`config.mk`:
```
export PLATFORM = sky130hd
export DESIGN_NAME = core_m_seq
export DESIGN_NICKNAME = d
export VERILOG_FILES = /design/src/rtl/core_m_seq.sv
export SDC_FILE = /design/constraint.sdc
export NUM_CORES = 1
export LEC_CHECK = 0
export CAP_MARGIN = 25
export CORE_ASPECT_RATIO = 1.5
export CORE_MARGIN = 2
export CORE_UTILIZATION = 69
export CTS_CLUSTER_DIAMETER = 100
export CTS_CLUSTER_SIZE = 16
export DETAILED_ROUTE_END_ITERATION = 10
export DONT_BUFFER_PORTS = 1
export PLACE_DENSITY = 0.85
export SYNTH_ARGS = -nofsm -noshare
export SYNTH_HDL_FRONTEND = slang
export SYNTH_SLANG_ARGS = --single-unit
```
`constraint.sdc`:
```
create_clock -name clk -period 4.5 [get_ports clk]
set_input_delay 0.45 -clock clk [delete_from_list [all_inputs] [get_ports clk]]
set_output_delay 0.45 -clock clk [all_outputs]
set_load 0.02 [all_outputs]
```
`src/rtl/core_m_seq.sv`:
```
// core_m_seq: multi-cycle sequencer for core_m (PC, IR, ibus/dbus handshakes, commit).
// Define PERF_CNT_EN to add 64-bit perf_cycle / perf_instret counters.
module core_m_seq #(
  parameter int              XLEN       = 32,
  parameter logic [XLEN-1:0] PC_RST_VEC = XLEN'(32'h8000_0000),
  parameter int              BUS_TMO    = 255
) (
  input  logic            clk,
  input  logic            rst_b,
  output logic            ibus_req_valid,
  input  logic            ibus_req_ready,
  output logic [XLEN-1:0] ibus_req_addr,
  input  logic            ibus_rsp_valid,
  input  logic [XLEN-1:0] ibus_rsp_data,
  output logic            dbus_req_valid,
  input  logic            dbus_req_ready,
  output logic            dbus_req_wen,
  input  logic            dbus_rsp_valid,
  input  logic            dec_mem_read,
  input  logic            dec_mem_write,
  input  logic            dec_rd_write,
  input  logic            dec_ebreak,
  input  logic            pc_branch,
  input  logic [XLEN-1:0] target_pc,
  output logic [XLEN-1:0] pc,
  output logic [XLEN-1:0] inst,
  output logic            rf_we,
  output logic            rd_sel_mem,
  output logic            halt,
  output logic            bus_err
`ifdef PERF_CNT_EN
  ,
  output logic [63:0]     perf_cycle,
  output logic [63:0]     perf_instret
`endif
);

  typedef enum logic [2:0] {
    S_FETCH,
    S_FWAIT,
    S_EXEC,
    S_MEM,
    S_MWAIT,
    S_HALT,
    S_ERR
  } state_t;

  localparam logic [XLEN-1:0] NOP = XLEN'(32'h0000_0013);
  localparam logic [31:0] TMO_LAST = 32'(BUS_TMO - 1);

  state_t          state_q, state_d;
  logic [XLEN-1:0] pc_q, pc_d;
  logic [XLEN-1:0] inst_q, inst_d;
  logic [31:0]     cnt_q, cnt_d;
  logic            ivld_q, ivld_d;
  logic            dvld_q, dvld_d;
  logic            halt_q, halt_d;
  logic            err_q, err_d;
  logic            sel_q, sel_d;
  logic            commit, busy, tmo;
  logic [XLEN-1:0] pc_inc;

  always_comb begin
    state_d = state_q;
    pc_d    = pc_q;
    inst_d  = inst_q;
    commit  = 1'b0;
    pc_inc  = pc_q + XLEN'(4);
    // the first cycle after reset has FETCH but no request out yet
    busy = ((state_q == S_FETCH) && ivld_q)
        || (state_q inside {S_FWAIT, S_MEM, S_MWAIT});
    tmo = (BUS_TMO != 0) && busy && (cnt_q == TMO_LAST);
    unique case (state_q)
      S_FETCH: begin
        if (ivld_q && ibus_req_ready) state_d = S_FWAIT;
        else if (tmo)                 state_d = S_ERR;
      end
      S_FWAIT: begin
        if (ibus_rsp_valid) begin
          inst_d  = ibus_rsp_data;
          state_d = S_EXEC;
        end else if (tmo) begin
          state_d = S_ERR;
        end
      end
      S_EXEC: begin
        if (dec_ebreak) begin
          state_d = S_HALT;
        end else if (dec_mem_read || dec_mem_write) begin
          state_d = S_MEM;
        end else begin
          commit  = 1'b1;
          pc_d    = pc_branch ? target_pc : pc_inc;
          state_d = S_FETCH;
        end
      end
      S_MEM: begin
        if (dbus_req_ready) state_d = S_MWAIT;
        else if (tmo)       state_d = S_ERR;
      end
      S_MWAIT: begin
        if (dbus_rsp_valid) begin
          commit  = 1'b1;
          pc_d    = pc_inc;
          state_d = S_FETCH;
        end else if (tmo) begin
          state_d = S_ERR;
        end
      end
      default: ;
    endcase
    cnt_d  = (busy && state_d == state_q) ? cnt_q + 32'd1 : '0;
    ivld_d = state_d == S_FETCH;
    dvld_d = state_d == S_MEM;
    halt_d = state_d == S_HALT;
    err_d  = state_d == S_ERR;
    sel_d  = state_d inside {S_MEM, S_MWAIT};
    rf_we  = commit & dec_rd_write & ~dec_mem_write;
  end

  always_ff @(posedge clk or negedge rst_b) begin
    if (!rst_b) begin
      state_q <= S_FETCH;
      pc_q    <= PC_RST_VEC;
      inst_q  <= NOP;
      cnt_q   <= '0;
      ivld_q  <= 1'b0;
      dvld_q  <= 1'b0;
      halt_q  <= 1'b0;
      err_q   <= 1'b0;
      sel_q   <= 1'b0;
    end else begin
      state_q <= state_d;
      pc_q    <= pc_d;
      inst_q  <= inst_d;
      cnt_q   <= cnt_d;
      ivld_q  <= ivld_d;
      dvld_q  <= dvld_d;
      halt_q  <= halt_d;
      err_q   <= err_d;
      sel_q   <= sel_d;
    end
  end

  assign ibus_req_valid = ivld_q;
  assign ibus_req_addr  = pc_q;
  assign dbus_req_valid = dvld_q;
  assign dbus_req_wen   = dvld_q & dec_mem_write;
  assign pc             = pc_q;
  assign inst           = inst_q;
  assign rd_sel_mem     = sel_q;
  assign halt           = halt_q;
  assign bus_err        = err_q;

`ifdef PERF_CNT_EN
  logic [63:0] cyc_q, cyc_d;
  logic [63:0] ret_q, ret_d;

  always_comb begin
    cyc_d = cyc_q;
    ret_d = ret_q;
    if (!(state_q inside {S_HALT, S_ERR})) cyc_d = cyc_q + 64'd1;
    if (commit) ret_d = ret_q + 64'd1;
  end

  always_ff @(posedge clk or negedge rst_b) begin
    if (!rst_b) begin
      cyc_q <= '0;
      ret_q <= '0;
    end else begin
      cyc_q <= cyc_d;
      ret_q <= ret_d;
    end
  end

  assign perf_cycle   = cyc_q;
  assign perf_instret = ret_q;
`endif

endmodule

```
==> results.yml <==
final_layout:
  diodes: 0
  areaGrowthSynthToFinish_pct: 2.24
  drive_above_1_share: 0.147
  stdcell_area_sq_um: 5720
  nNetsFinal: 604
setup_path:
  worstSetupPathType: "register to primary output"
  critPathMaxFanout: 23
  arrival_ns: 2.83
  cp-start-kind: "register"
  worst_ep_required_time_ns: 4.05
  cp-end-kind: "primary output"
detailed_routing:
  ant_nets: 0
  drt-pass1-iter-count: 5
  drc_errors: 0
  first_iter_violations: 274
  drt_wl_total_microns: 12400
  via_count: 4183
  routedWlPerCell_microns: 19.5
  post_drt_via_cell_ratio: 6.58
sta:
  relSlewSlack: 0.370
  finalCritPeriodShare: 0.728
  setup-tns-final_ns: 0
  clock_skew_ns: 0.0138
  worstMarginPinSlew_ns: 0.932
  rsz0062_at_grt: "no"
  max_freq_mhz: 305
  final_max_slew_viol_count: 0
  worst_slack_ns: 1.22
  setup_violations: 0
  finalHoldViolCount: 0
  period_minus_slack_ns: 3.28
logic_synthesis:
  yosysTopAreaCellShare: 0.447
  synth-seq-cells: 104
  ys_seq_area_frac: 0.466
  syn_area_per_cell_sq_um: 9.83
  yosysTopAreaCell: "dfrtp_1"
  async_flop_share: 1.00
  synth_area_leaders: "dfrtp_1 45%, mux2_2 7.0%, a21oi_1 4.7%"
  synth_cell_type_count: 65
  synth_commonest_cells: "100 x dfrtp_1, 55 x nor2_1, 53 x a21oi_1"
  syn_inst: 569
  synth_nets: 647
  synth-edff-count: 0
  syn-cell-area_sq_um: 5600
  yosysMostFrequentCell: "dfrtp_1"
  yosys_warnings: 0
  ys.flop_type: "dfrtp_1"
clocking:
  cts_inserted_buffers: 9
  cts-htree-levels: 3
  clk_path_buf_depth: 2
  clk_latency_ns: 0.35
  tritoncts: "built"
  clk_pin_slew_ns: 0.07
  cts_sinks: 104
  clockRootBuffer: "clkbuf_16"
  cts_resized: 0
global_route:
  grt_use_total: 0.281
  grt_overflow_total: 0
  grt_pass1_wl_microns: 19700
  grt_pass1_vias: 4075
  grt_max_degree: 105
  antenna_found_initial: 0
floorplan:
  initial_core_util: 0.703
  coreArea_sq_um: 7960
  die_x_microns: 77.5
  fp-row-count: 40
  io_pins: 178
  die_area_sq_um: 8860
  die_y_microns: 114
pwr:
  clockPowerShare: 0.189
  seqPwrFrac: 0.547
  p_switching_uw: 2030
  p_sw_frac: 0.482
  cellInternalPower_uw: 2180
  p_leak_uw: 0.00230
  vdd_ir_drop_max_mv: 0.536
  p_comb_frac: 0.263
  power_per_cell_area_nw_per_um2: 737
status:
  outcome: "completed"
place:
  port_buffers: 0
  gp_congestion: 0.868
  dp_slack_ns: 1.61
  place_area_sq_um: 5370
  place_hpwl_microns: 8900
hold_path:
  hp-class: "input pin to asynchronous set/reset pin"
job:
  maxCapViolations: 0
## state kept, by name, summed over array words and instances (netlist names)
register and count:
bus_err 1, cnt_q 32, dbus_req_valid 1, halt 1
ibus_req_addr 32, ibus_req_valid 1, inst 32, rd_sel_mem 1
state_q 3
## critical path: stages, from the launching register on
cell and delay [ns]:
dfrtp_1 0.69, nor2b_1 0.35, nand2_1 0.14, a21o_1 0.44, nor4b_1 0.86
## power by group through the flow
stage	Combinational [uW]	Sequential [uW]	Clock [uW]
final	1110	2310	798
after global routing	1230	2360	846
after CTS	1110	2300	807
after detailed placement	1080	2320	0
after global placement	1030	2300	0
after floorplan	1430	1930	0
## what timing repair did
| action | 4_1_cts | 5_1_grt |
|---|---|---|
| setup buffers | 0 | 0 |
| hold endpoints to repair | 104 | 0 |
| hold buffers | 1 | 0 |
## metal layers
metal	global-route usage	routed length, microns	share of wire	vias to the layer above
li1	-	-	-	1929
met1	0.306	4410	0.36	2050
met2	0.510	6940	0.56	171
met3	0.0584	669	0.054	33
met4	0.150	397	0.032	0
met5	0	0	0	-
## cell families after synthesis
kind of cell / synth area share
flops: 0.466
buf+inv: 0.0725
xor+xnor: 0.0485
mux: 0.0740
compound gates: 0.148
simple gates: 0.184
fa+ha+maj: 0.00671
## final cells by class
class                           instances  area (sq um)
Sequential cell                       104          2610
Clock inverter                          6          75.1
Tap cell                              105           131
Timing Repair Buffer                    5          65.1
Fill cell                             563          2240
Clock buffer                           10           229
Inverter                                7          26.3
Multi-Input combinational cell        399          2590
## path summary, 6_finish.rpt
path	depth (start not counted)	startpoint	end	slack, ns
max in group asynchronous	1	rst_b	halt	4.05
setup / recovery	4	state_q[2]	rf_we	1.22
hold / removal	1	rst_b	ibus_req_addr[5]	0.006
hold reg to reg	1	cnt_q[0]	cnt_q[0]	0.50
min in group clk	1	ibus_rsp_data[23]	inst[23]	0.24
setup reg to reg	6	state_q[0]	cnt_q[8]	1.91
## metrics by stage
step	instances	utilization	hold WS [ns]	total power, uW
3_5_place_dp	618	0.675	0.156	3400
3_3_place_gp	618	0.675	0.156	3330
2_1_floorplan	569	-	0.154	3360
4_1_cts	635	0.717	0.0507	4220
6_report	636	0.719	0.00590	4210
5_1_grt	636	0.719	0.0641	4430
## layout by cell type, fill, tap and decap left out, types with 3 or more instances in the layout
cell type    n
and2_1       3
dfstp_2      4
a2bb2oi_1    6
ha_1         3
a21oi_1     52
and4_1       5
o2bb2ai_1    4
o22ai_1     14
xnor2_1      7
nor2b_1      3
inv_1        7
o21ai_0     19
nand2_1     49
and3_1       8
nor4_1       6
mux2_2      35
nand3_1     26
nor3_1      15
xor2_1      24
dfrtp_1    100
nor4_2       4
clkbuf_16    9
a31oi_1      3
nor2_1      55
buf_4        3
nand4_1     14
No activity file was read; power rests on OpenSTA's default activity.
